$ cat config.mk
export PLATFORM = sky130hd
export DESIGN_NAME = stream_mover_scheduler
export DESIGN_NICKNAME = d
export VERILOG_FILES = /design/src/rtl/stream_mover_sched_pkg.sv /design/src/rtl/rr_arbiter.sv /design/src/rtl/stream_mover_scheduler.sv
export SDC_FILE = /design/constraint.sdc
export NUM_CORES = 1
export LEC_CHECK = 0
export ABC_AREA = 1
export CORE_AREA = 4 4 287 289
export CTS_CLUSTER_DIAMETER = 30
export DETAILED_ROUTE_END_ITERATION = 12
export DIE_AREA = 0 0 291 293
export HOLD_SLACK_MARGIN = 0.15
export MAX_ROUTING_LAYER = met4
export PLACE_DENSITY_LB_ADDON = 0.2
export RECOVER_POWER = 100
export SLEW_MARGIN = 25
export SYNTH_ARGS = -nofsm -noshare
export SYNTH_HDL_FRONTEND = slang
export SYNTH_HIERARCHICAL = 1
export SYNTH_SLANG_ARGS = --single-unit
$ cat constraint.sdc
create_clock -name aclk -period 9.69 [get_ports aclk]
set_input_delay 2.4225 -clock aclk [delete_from_list [all_inputs] [get_ports aclk]]
set_output_delay 2.4225 -clock aclk [all_outputs]
set_load 0.005 [all_outputs]
$ cat src/rtl/stream_mover_sched_pkg.sv
// Shared types for the stream mover scheduler: FSM state encoding and id sizing.
package stream_mover_sched_pkg;

    typedef enum logic [2:0] {
        IDLE,
        ISSUE,
        ARMED,
        BUSY,
        DONE
    } sched_state_e;

    function automatic int id_width(int n);
        return $clog2(n);
    endfunction

endpackage

$ cat src/rtl/rr_arbiter.sv
// Combinational round-robin arbiter: rotate the request vector so the search
// starts after last_id, pick the lowest set bit, then rotate the index back.
module rr_arbiter
    import stream_mover_sched_pkg::*;
#(
    parameter  int N  = 4,
    localparam int IW = id_width(N)
) (
    input  logic [N-1:0]  req,
    input  logic [IW-1:0] last_id,
    output logic [IW-1:0] grant_id,
    output logic          grant_valid
);

    logic [IW-1:0]  start_id;
    logic [IW-1:0]  offset;
    logic [2*N-1:0] req_dbl;
    logic [N-1:0]   rotated;
    logic [IW:0]    sum;

    always_comb begin
        start_id    = (int'(last_id) >= N - 1) ? '0 : last_id + 1'b1;
        req_dbl     = {req, req};
        rotated     = req_dbl[start_id +: N];
        grant_valid = |rotated;
        // Walk downwards so the lowest rotated position is the one that sticks.
        offset = '0;
        for (int k = N - 1; k >= 0; k--) begin
            if (rotated[k]) begin
                offset = IW'(k);
            end
        end
        sum      = {1'b0, start_id} + {1'b0, offset};
        grant_id = (int'(sum) >= N) ? IW'(int'(sum) - N) : sum[IW-1:0];
    end

endmodule

$ cat src/rtl/stream_mover_scheduler.sv
// Shares one stream-to-NASTI mover among NREQ producers: grants one request at a
// time, issues its address, routes its stream, and reports completion by id.
module stream_mover_scheduler
    import stream_mover_sched_pkg::*;
#(
    parameter  int NREQ       = 4,
    parameter  int ADDR_WIDTH = 64,
    parameter  int DATA_WIDTH = 64,
    localparam int KW         = DATA_WIDTH / 8,
    localparam int IW         = id_width(NREQ)
) (
    input  logic                            aclk,
    input  logic                            aresetn,
    input  logic [NREQ-1:0]                 req_valid,
    input  logic [NREQ-1:0][ADDR_WIDTH-1:0] req_addr,
    output logic [NREQ-1:0]                 req_ready,
    input  logic [NREQ-1:0]                 in_t_valid,
    input  logic [NREQ-1:0]                 in_t_last,
    input  logic [NREQ-1:0][DATA_WIDTH-1:0] in_t_data,
    input  logic [NREQ-1:0][KW-1:0]         in_t_keep,
    input  logic [NREQ-1:0][KW-1:0]         in_t_strb,
    output logic [NREQ-1:0]                 in_t_ready,
    output logic                            m_t_valid,
    output logic                            m_t_last,
    output logic [DATA_WIDTH-1:0]           m_t_data,
    output logic [KW-1:0]                   m_t_keep,
    output logic [KW-1:0]                   m_t_strb,
    input  logic                            m_t_ready,
    output logic [ADDR_WIDTH-1:0]           r_dest,
    output logic                            r_valid,
    input  logic                            r_ready,
    output logic                            done_valid,
    output logic [IW-1:0]                   done_id,
    input  logic                            done_ready,
    output logic                            busy
);

    localparam logic [ADDR_WIDTH-1:0] ALIGN_MASK = ADDR_WIDTH'(KW - 1);

    sched_state_e  state;
    logic [IW-1:0] cur;
    logic [IW-1:0] last_id;
    logic [IW-1:0] grant_id;
    logic          grant_valid;
    logic          stream_active;

    rr_arbiter #(.N(NREQ)) u_arb (
        .req         (req_valid),
        .last_id     (last_id),
        .grant_id    (grant_id),
        .grant_valid (grant_valid)
    );

    always_comb begin
        req_ready = '0;
        if (state == IDLE && grant_valid) begin
            req_ready[grant_id] = 1'b1;
        end
    end

    assign stream_active = (state == ISSUE) || (state == ARMED) || (state == BUSY);
    assign busy          = (state != IDLE);

    // Only the granted producer is connected; everyone else sees ready low and stalls.
    always_comb begin
        m_t_valid  = 1'b0;
        m_t_last   = 1'b0;
        m_t_data   = '0;
        m_t_keep   = '0;
        m_t_strb   = '0;
        in_t_ready = '0;
        if (stream_active) begin
            m_t_valid       = in_t_valid[cur];
            m_t_last        = in_t_last[cur];
            m_t_data        = in_t_data[cur];
            m_t_keep        = in_t_keep[cur];
            m_t_strb        = in_t_strb[cur];
            in_t_ready[cur] = m_t_ready;
        end
    end

    // ARMED exists because the mover's r_ready is registered and still reads
    // high the cycle after it accepted the request; BUSY waits for it to rise again.
    always_ff @(posedge aclk or negedge aresetn) begin
        if (!aresetn) begin
            state      <= IDLE;
            cur        <= '0;
            last_id    <= IW'(NREQ - 1);
            r_dest     <= '0;
            r_valid    <= 1'b0;
            done_valid <= 1'b0;
            done_id    <= '0;
        end else begin
            case (state)
                IDLE: begin
                    if (grant_valid) begin
                        cur     <= grant_id;
                        r_dest  <= req_addr[grant_id];
                        r_valid <= 1'b1;
                        state   <= ISSUE;
                    end
                end
                ISSUE: begin
                    if (r_ready) begin
                        r_valid <= 1'b0;
                        state   <= ARMED;
                    end
                end
                ARMED: begin
                    state <= BUSY;
                end
                BUSY: begin
                    if (r_ready) begin
                        done_valid <= 1'b1;
                        done_id    <= cur;
                        state      <= DONE;
                    end
                end
                DONE: begin
                    if (done_ready) begin
                        done_valid <= 1'b0;
                        last_id    <= cur;
                        state      <= IDLE;
                    end
                end
                default: begin
                    state <= IDLE;
                end
            endcase
        end
    end

    addr_aligned_a: assert property (@(posedge aclk) disable iff (!aresetn)
        (state == IDLE && grant_valid) |-> ((req_addr[grant_id] & ALIGN_MASK) == '0));

endmodule

==> results of run 1 <==
[cells in the final DEF, fill, tap and decap left out, types with 8 or more instances in the layout]
master,instances
sky130_fd_sc_hd__clkbuf_1,8
sky130_fd_sc_hd__dlygate4sd3_1,154
sky130_fd_sc_hd__nor2_1,262
sky130_fd_sc_hd__nand2_1,708
sky130_fd_sc_hd__clkbuf_16,9
sky130_fd_sc_hd__buf_4,15
sky130_fd_sc_hd__diode_2,14
sky130_fd_sc_hd__dfrtp_1,72
sky130_fd_sc_hd__nand4_1,84
sky130_fd_sc_hd__clkdlybuf4s50_1,596
sky130_fd_sc_hd__and2_1,79
sky130_fd_sc_hd__nand3_1,181
sky130_fd_sc_hd__inv_1,136
[flip-flops by register name, summed over array words and instances, names as in the netlist]
signal / cells
cur: 2
done_id: 2
done_valid: 1
last_id: 2
r_dest: 64
r_valid: 1
state: 3
[critical path: stages (launching register included)]
cell                            delay [ps]
sky130_fd_sc_hd__dfrtp_1              1030
sky130_fd_sc_hd__clkbuf_1              780
sky130_fd_sc_hd__nand2_1               160
sky130_fd_sc_hd__inv_1                1370
sky130_fd_sc_hd__clkbuf_1              850
sky130_fd_sc_hd__nand2_1               280
sky130_fd_sc_hd__nand4_1               140
sky130_fd_sc_hd__and2_1                120
sky130_fd_sc_hd__dlygate4sd3_1         580
[report_power, final]
part / internal (W) / leakage (nW) / switching [W]
Sequential: 0.000483 / 0.918 / 0.000117
Clock: 0.000229 / 0.154 / 0.000166
Combinational: 0.00202 / 6.98 / 0.00333
[metal layers]
layer	global-route usage, %	share of wire [%]	wire [um]	up-vias
met1	15.55	38	24380	6013
met5	-	0	0	-
met2	26.06	51	32340	581
met4	4.321	2.6	1634	0
met3	4.339	8.2	5236	58
li1	-	-	-	6506
[cells by family after synthesis]
kind of cell	Yosys count	share of synthesized area [%]
AO/OA/AOI/OAI	8	0.4852
XOR/XNOR	1	0.09990
adder cells (fa/ha/maj)	2	0.2853
buffers and inverters	263	13.07
flip-flops	75	21.43
AND/OR/NAND/NOR	1329	64.63
[metrics by stage]
step	utilization [%]	total power, W
after floorplan	-	0.003887
after global placement	21.54	0.006223
after detailed placement	21.54	0.006214
after CTS	21.94	0.006647
after global routing	21.94	0.007107
final	21.94	0.006337
[cell type report]
type	instances	share of cell area, %
diodes	14	0.1998
clock buffers	10	1.306
clock inverters	6	0.5353
inverters	143	3.069
multi-input cells	1340	32.87
flip-flops and latches	75	10.73
well taps	1060	7.565
repair buffers	773	43.73
[worst min path at each step]
stage	from	endpoint	slack, ps	cells past startpoint
3_3_place_gp	r_dest[14]$_DFFE_PN0P_	r_dest[14]$_DFFE_PN0P_	460	2
5_1_grt	r_dest[47]$_DFFE_PN0P_	r_dest[47]$_DFFE_PN0P_	490	2
6_report	r_dest[1]$_DFFE_PN0P_	r_dest[1]$_DFFE_PN0P_	470	2
2_1_floorplan	last_id[1]$_DFFE_PN1P_	last_id[1]$_DFFE_PN1P_	470	2
3_5_place_dp	r_dest[24]$_DFFE_PN0P_	r_dest[24]$_DFFE_PN0P_	460	2
4_1_cts	r_dest[1]$_DFFE_PN0P_	r_dest[1]$_DFFE_PN0P_	480	2
==> out/qor.txt, run 1 <==
GLOBAL ROUTING
-------------------------------------------------------------------------------------------
Global-route wire length before repair                                             90870 um
Number of global-route vias before repair                                             13590
Overall routing resource usage                                                       14.56%
Total grt overflow                                                                        0
Largest net degree at the start of global routing                                       197
Number of antenna violations at the first check in global routing                        21

DRT
-------------------------------------------------------------------------------------------
Routed len/inst                                                                    18.59 um
Pre-antenna DRT Iters                                                                     8
DRC violations left                                                                       0
Number of design-rule violations left by the first detailed-router iteration            665
Via-per-instance ratio                                                                3.846
Detailed-route wire length                                                         63600 um
Count of nets left with antenna violations after detail routing                           0
Via count                                                                             13160

FINISH
-------------------------------------------------------------------------------------------
P&R area growth vs syn                                                               99.94%
Layout Nets                                                                            2937
Multi-input gate area in the final layout                                      0.005763 mm^2
Filler cell count in the final layout                                                  9102
Share of post-route cells with drive strength above 1                                2.045%
Reg area                                                                       0.001881 mm^2
Post-Layout Inst Area                                                          0.01753 mm^2
Number of standard cells in the final layout excluding fillers                         3421

JOB
-------------------------------------------------------------------------------------------
Reported max-cap violation count                                                          5

LOGIC SYNTHESIS
-------------------------------------------------------------------------------------------
Mapped Nets                                                                            2273
Number of storage elements in the synthesis netlist                                      75
Share of synthesized registers carrying an async set or reset                        100.0%
Mean post-synth cell area                                                        5.226 um^2
Post-Syn Area                                                                  0.008768 mm^2
Main flop type after synthesis                                                 sky130_fd_sc_hd__dfrtp_1
Number of enable-type register cells in the synthesized netlist                           0
Cell accounting for the most synthesized area                                  sky130_fd_sc_hd__nand2_1
Most numerous cell in the Yosys netlist                                        sky130_fd_sc_hd__nand2_1
Cell types with the largest area share after synthesis                         sky130_fd_sc_hd__nand2_1, sky130_fd_sc_hd__dfrtp_1, sky130_fd_sc_hd__nor2_1
Post-synth top area share                                                            30.35%
Yosys cell types                                                                         22
YS warnings                                                                               6
Post-synthesis cell count                                                              1678
Leading post-synthesis cells by instance count                                 sky130_fd_sc_hd__nand2_1, sky130_fd_sc_hd__nor2_1, sky130_fd_sc_hd__nand3_1
Sequential-to-total area share from yosys stat                                       21.43%

PLACEMENT
-------------------------------------------------------------------------------------------
Post-DP HPWL                                                                       51870 um
Placed inst area                                                               0.01721 mm^2
Placed cell count                                                                      3391
Buffers added on ports                                                                  751
Placer's final routability congestion estimate                                       0.9276
Worst setup slack after placement                                                   2385 ps

STA
-------------------------------------------------------------------------------------------
Worst hold margin                                                                  472.4 ps
Worst slew margin relative to its limit                                             -124.2%
Final setup vio count                                                                     0
Final worst path period share                                                        84.48%
Minimum setup slack in the final design                                             1504 ps
Final hold vios                                                                           0
Max Slew Vio Count                                                                      227
Least-Margin Pin Slew                                                               3364 ps
Summed negative setup slack over all endpoints                                         0 ps
RSZ-0062 raised after global routing                                                  false
Max Clk Rate                                                                      122.2 MHz
Time the worst path needs with I/O delays and setup                                 8186 ps
Max Clock Skew                                                                     14.74 ps

WORST SETUP PATH
-------------------------------------------------------------------------------------------
Worst setup path startpoint                                                    cur[1]$_DFFE_PN0P_
Startpoint type of the worst setup path                                           flip-flop
Setup Crit Path Kind                                                           flip-flop to output pin
Data required time of the worst path                                                7270 ps
Endpoint of the worst setup timing path                                         m_t_data[7]
Number of cells on the worst reg-to-reg path                                             13
Worst reg2reg endpoint                                                         r_dest[9]$_DFFE_PN0P_
Worst R2R Setup Slack                                                               4920 ps
Sort of element at the end of the critical path                                  output pin
Signal arrival time at the worst endpoint                                           5760 ps
Maximum fanout encountered on the critical timing path                                   45
Reg-to-reg startpoint                                                          last_id[0]$_DFFE_PN1P_

DIE
-------------------------------------------------------------------------------------------
Standard cell core area                                                        0.07990 mm^2
Vert. Die Dim                                                                        293 um
Die boundary width                                                                   291 um
Initial standard-cell utilization of the core                                        10.97%
Row count                                                                               104
Top-level I/O count                                                                     752
Die area                                                                       0.08526 mm^2

POWER
-------------------------------------------------------------------------------------------
Power per unit of standard cell area                                           361.5 mW/mm^2
Maximum vdd drop                                                                  0.4941 mV
Leakage                                                                            8.049 nW

RUN STATUS
-------------------------------------------------------------------------------------------
Status                                                                         finished with violations
Failing checks                                                                 max-capacitance violations, max-slew violations

CTS
-------------------------------------------------------------------------------------------
Worst skew pair latency                                                              380 ps
Cts hold-fix bufs                                                                         0
CTS HTree Levels                                                                          3
Number of clock sinks seen by CTS                                                        75
CTS-repair resized insts                                                                  0
Total setup buffers inserted after CTS                                                    0
Root Buffer                                                                    sky130_fd_sc_hd__clkbuf_16
Clock transition at the registers of the reported paths                               60 ps
Clock tree from TritonCTS                                                              done
Max Root-Sink Buffers                                                                     2
Total clock buffers created by CTS                                                        9

HOLD PATH
-------------------------------------------------------------------------------------------
Worst hold path class                                                          flip-flop to flip-flop

(Power assumes the default switching activity.)
==> inputs of run 2 (changes only) <==
--- a/config.mk
+++ b/config.mk
@@ -6,10 +6,10 @@
 export NUM_CORES = 1
 export LEC_CHECK = 0
 export ABC_AREA = 1
-export CORE_AREA = 4 4 287 289
+export CORE_AREA = 4 4 291 293
 export CTS_CLUSTER_DIAMETER = 30
 export DETAILED_ROUTE_END_ITERATION = 12
-export DIE_AREA = 0 0 291 293
+export DIE_AREA = 0 0 295 297
 export HOLD_SLACK_MARGIN = 0.15
 export MAX_ROUTING_LAYER = met4
 export PLACE_DENSITY_LB_ADDON = 0.2
==> constraint.sdc (replaced) <==
create_clock -name aclk -period 8.51 [get_ports aclk]
set_input_delay 2.1275 -clock aclk [delete_from_list [all_inputs] [get_ports aclk]]
set_output_delay 2.1275 -clock aclk [all_outputs]
set_load 0.005 [all_outputs]
==> run 2 against run 1 <==
Against the previous run:
- the flow still finishes with violations (max-capacitance violations, max-slew violations)
- critical path type is now input port to output pin
- non-clock buffer count down 4
- clock power about the same
- critical path depth up 5
- critical endpoint is now req_ready[0]
- final area down 0.21%
- clock skew about the same
- largest power group unchanged
- total power up 12%
- die area up 2.8%
- wire length up 0.75%
- first-iteration DRC count down 11%
==> out/qor.txt, run 2 (synthesis gave the netlist of run 1 again) <==
RUN STATUS
-------------------------------------------------------------------------------------------
Status                                                                         finished with violations
Failing checks                                                                 max-capacitance violations, max-slew violations

POWER
-------------------------------------------------------------------------------------------
Portion of total power attributed to sequential cells                                 10.4%   +0.9 points
Sw Pwr                                                                           0.004102 W   +14%
Combinational share of power                                                          84.1%   -0.2 points
Maximum vdd drop                                                                  0.3192 mV   -35%
Clock network fraction of design power                                                 5.6%   -0.6 points
Switching part of the total power                                                    57.56%   +0.63 points
P_int                                                                            0.003024 W   +11%
Power per unit of standard cell area                                           407.3 mW/mm^2   +13%
Leakage                                                                            8.012 nW   -0.46%

FINISH
-------------------------------------------------------------------------------------------
Flip-flop count of the largest register, all copies and words added                      64   unchanged
Share of post-route cells with drive strength above 1                                2.050%   +0.0044 points
Number of standard cells in the final layout excluding fillers                         3426   +0.15%
Leading cell type in the layout, fill and taps excluded                        sky130_fd_sc_hd__nand2_1
Most used cells in the layout excluding fill and tap cells                     sky130_fd_sc_hd__nand2_1, sky130_fd_sc_hd__clkdlybuf4s50_1, sky130_fd_sc_hd__nor2_1
Filler cell count in the final layout                                                  9416   +3.4%
P&R area growth vs syn                                                               99.53%
Register with the most flip-flops                                                    r_dest
Registers with the highest flip-flop counts                                    r_dest: 64 flops, state: 3 flops
Layout Nets                                                                            2933   -0.14%

DIE
-------------------------------------------------------------------------------------------
Die area                                                                       0.08762 mm^2   +2.8%
Die boundary width                                                                   295 um   +1.4%
Initial standard-cell utilization of the core                                        10.71%   -0.26 points
Row count                                                                               105   +0.96%
Standard cell core area                                                        0.08185 mm^2   +2.4%
Vert. Die Dim                                                                        297 um   +1.4%
Top-level I/O count                                                                     752   unchanged

DRT
-------------------------------------------------------------------------------------------
Number of design-rule violations left by the first detailed-router iteration            590   -11%
DRC violations left                                                                       0   unchanged
Detailed-route wire length                                                         64080 um   +0.75%
Via count                                                                             12700   -3.5%
Count of nets left with antenna violations after detail routing                           0   unchanged
Pre-antenna DRT Iters                                                                     5   -3
Routed len/inst                                                                    18.70 um   +0.60%
Via-per-instance ratio                                                                3.708   -3.6%

GLOBAL ROUTING
-------------------------------------------------------------------------------------------
Number of global-route vias before repair                                             12660   -6.8%
Number of antenna violations at the first check in global routing                        17   -19%
Global-route wire length before repair                                             89320 um   -1.7%
Overall routing resource usage                                                       14.20%   -0.36 points
Largest net degree at the start of global routing                                        84   -57%
Total grt overflow                                                                        0   unchanged

STA
-------------------------------------------------------------------------------------------
Final hold vios                                                                           0   unchanged
Final setup vio count                                                                     0   unchanged
Summed negative setup slack over all endpoints                                         0 ps   unchanged
Final worst path period share                                                        86.07%
RSZ-0062 raised after global routing                                                  false
Least-Margin Pin Slew                                                               2546 ps   -817.9 ps
Max Slew Vio Count                                                                      209   -7.9%
Worst slew margin relative to its limit                                             -69.71%   +55 points
Max Clock Skew                                                                     14.73 ps   -0.007600 ps
Max Clk Rate                                                                      136.5 MHz
Time the worst path needs with I/O delays and setup                                 7324 ps

WORST SETUP PATH
-------------------------------------------------------------------------------------------
Startpoint type of the worst setup path                                          input port
Data required time of the worst path                                                6380 ps   -890 ps
Cells traversed along the worst timing path                                    dlygate4sd3_1, nand2_1, nand3_1, nand2_1, nand3_1, a21boi_0, ha_4, xor2_1, inv_1, nand3_1, nand2_1, nor3_1, dlygate4sd3_1
Setup Crit Path Kind                                                           input port to output pin
Cell with the biggest individual delay on the critical path                    sky130_fd_sc_hd__dlygate4sd3_1
Maximum fanout encountered on the critical timing path                                    7   -84%
Sort of element at the end of the critical path                                  output pin
Signal arrival time at the worst endpoint                                           5200 ps   -560 ps
Slowest Stage Delay on Critical Path                                                 600 ps   -770 ps

JOB
-------------------------------------------------------------------------------------------
Reported max-cap violation count                                                          6   +1

CTS
-------------------------------------------------------------------------------------------
Number of clock sinks seen by CTS                                                        75   unchanged
Clock tree from TritonCTS                                                              done
Total setup buffers inserted after CTS                                                    0   unchanged
Worst skew pair latency                                                              370 ps   about the same
Max Root-Sink Buffers                                                                     2   unchanged
CTS-repair resized insts                                                                  0   unchanged
Cts hold-fix bufs                                                                         0   unchanged
CTS HTree Levels                                                                          3   unchanged
Root Buffer                                                                    sky130_fd_sc_hd__clkbuf_16
Total clock buffers created by CTS                                                        9   unchanged
Clock transition at the registers of the reported paths                               60 ps   about the same

PLACEMENT
-------------------------------------------------------------------------------------------
Buffers added on ports                                                                  751   unchanged
Placer's final routability congestion estimate                                       0.8423   -9.2%
Post-DP HPWL                                                                       50380 um   -2.9%
Placed cell count                                                                      3397   +0.18%

HOLD PATH
-------------------------------------------------------------------------------------------
Worst hold path class                                                          flip-flop to flip-flop

## run 2: cell types whose count changed in the layout (fill, tap and decap cells not counted), moves of 2 or more
cell,delta
sky130_fd_sc_hd__buf_4,-2
sky130_fd_sc_hd__bufinv_16,-2
sky130_fd_sc_hd__clkbuf_1,-4
sky130_fd_sc_hd__clkdlybuf4s50_1,-2
sky130_fd_sc_hd__clkinvlp_4,+2
sky130_fd_sc_hd__dfrtp_4,+2
sky130_fd_sc_hd__dlygate4sd3_1,+2
sky130_fd_sc_hd__nand2_1,+2
## run 2: layout make-up
class                      count  area [um^2]  area share [%]
timing repair buffer         769         7660           43.78
tap                         1070         1339           7.652
clock buffer                   9        225.2           1.287
multi-input combinational   1340         5761           32.93
sequential                    75         1887           10.78
antenna                       14        35.03          0.2002
inverter                     143        540.5           3.089
clock inverter                 6        48.80          0.2789
## run 2: worst paths after layout
kind / from / end / slack, ps / depth (start not counted)
max in group asynchronous: aresetn / cur[0]$_DFFE_PN0P_ / 2360 / 2
setup reg to reg: last_id[0]$_DFFE_PN1P_ / r_dest[28]$_DFFE_PN0P_ / 2690 / 18
hold reg to reg: r_dest[45]$_DFFE_PN0P_ / r_dest[45]$_DFFE_PN0P_ / 470 / 2
min in group asynchronous: aresetn / r_dest[21]$_DFFE_PN0P_ / 2530 / 1
hold / removal: r_dest[45]$_DFFE_PN0P_ / r_dest[45]$_DFFE_PN0P_ / 470 / 2
setup / recovery: req_valid[2] / req_ready[0] / 1190 / 13
## run 2: power groups by stage
stage	Combinational (W)	Sequential, W	Clock [W]
final	0.00599	0.000739	0.000396
after global routing	0.00684	0.000773	0.000431
after CTS	0.00637	0.000759	0.000420
after detailed placement	0.00635	0.000760	0
after global placement	0.00638	0.000760	0
after floorplan	0.00377	0.000659	0
## run 2: per-stage QoR
stage               hold WS (ps)  total power [W]  instance area (um^2)  worst slack [ps]  utilization, %
floorplan                  470.5         0.004426                  8768              2681               -
detailed placement         464.1         0.007110                 17210              1632           21.02
global placement           462.2         0.007139                 17210              1578           21.02
finish                     472.2         0.007126                 17500              1186           21.38
global route               489.4         0.008044                 17500             763.6           21.38
CTS                        482.4         0.007547                 17480              1618           21.36
## run 2: worst max-delay path, delay by kind of cell
kind            cells  cell delay, ps
buf+inv             3            1230
simple gates        7            1140
compound gates      1             320
fa+ha+maj           1             180
xor+xnor            1             180
## run 2: layer usage
metal  wire (um)  GRT usage, %  vias to the layer above
met5           0             -                        -
met4        1100         3.919                        0
met3        5203         3.950                       33
met2       32330         24.96                      482
met1       25440         15.71                     5687
li1            -             -                     6500
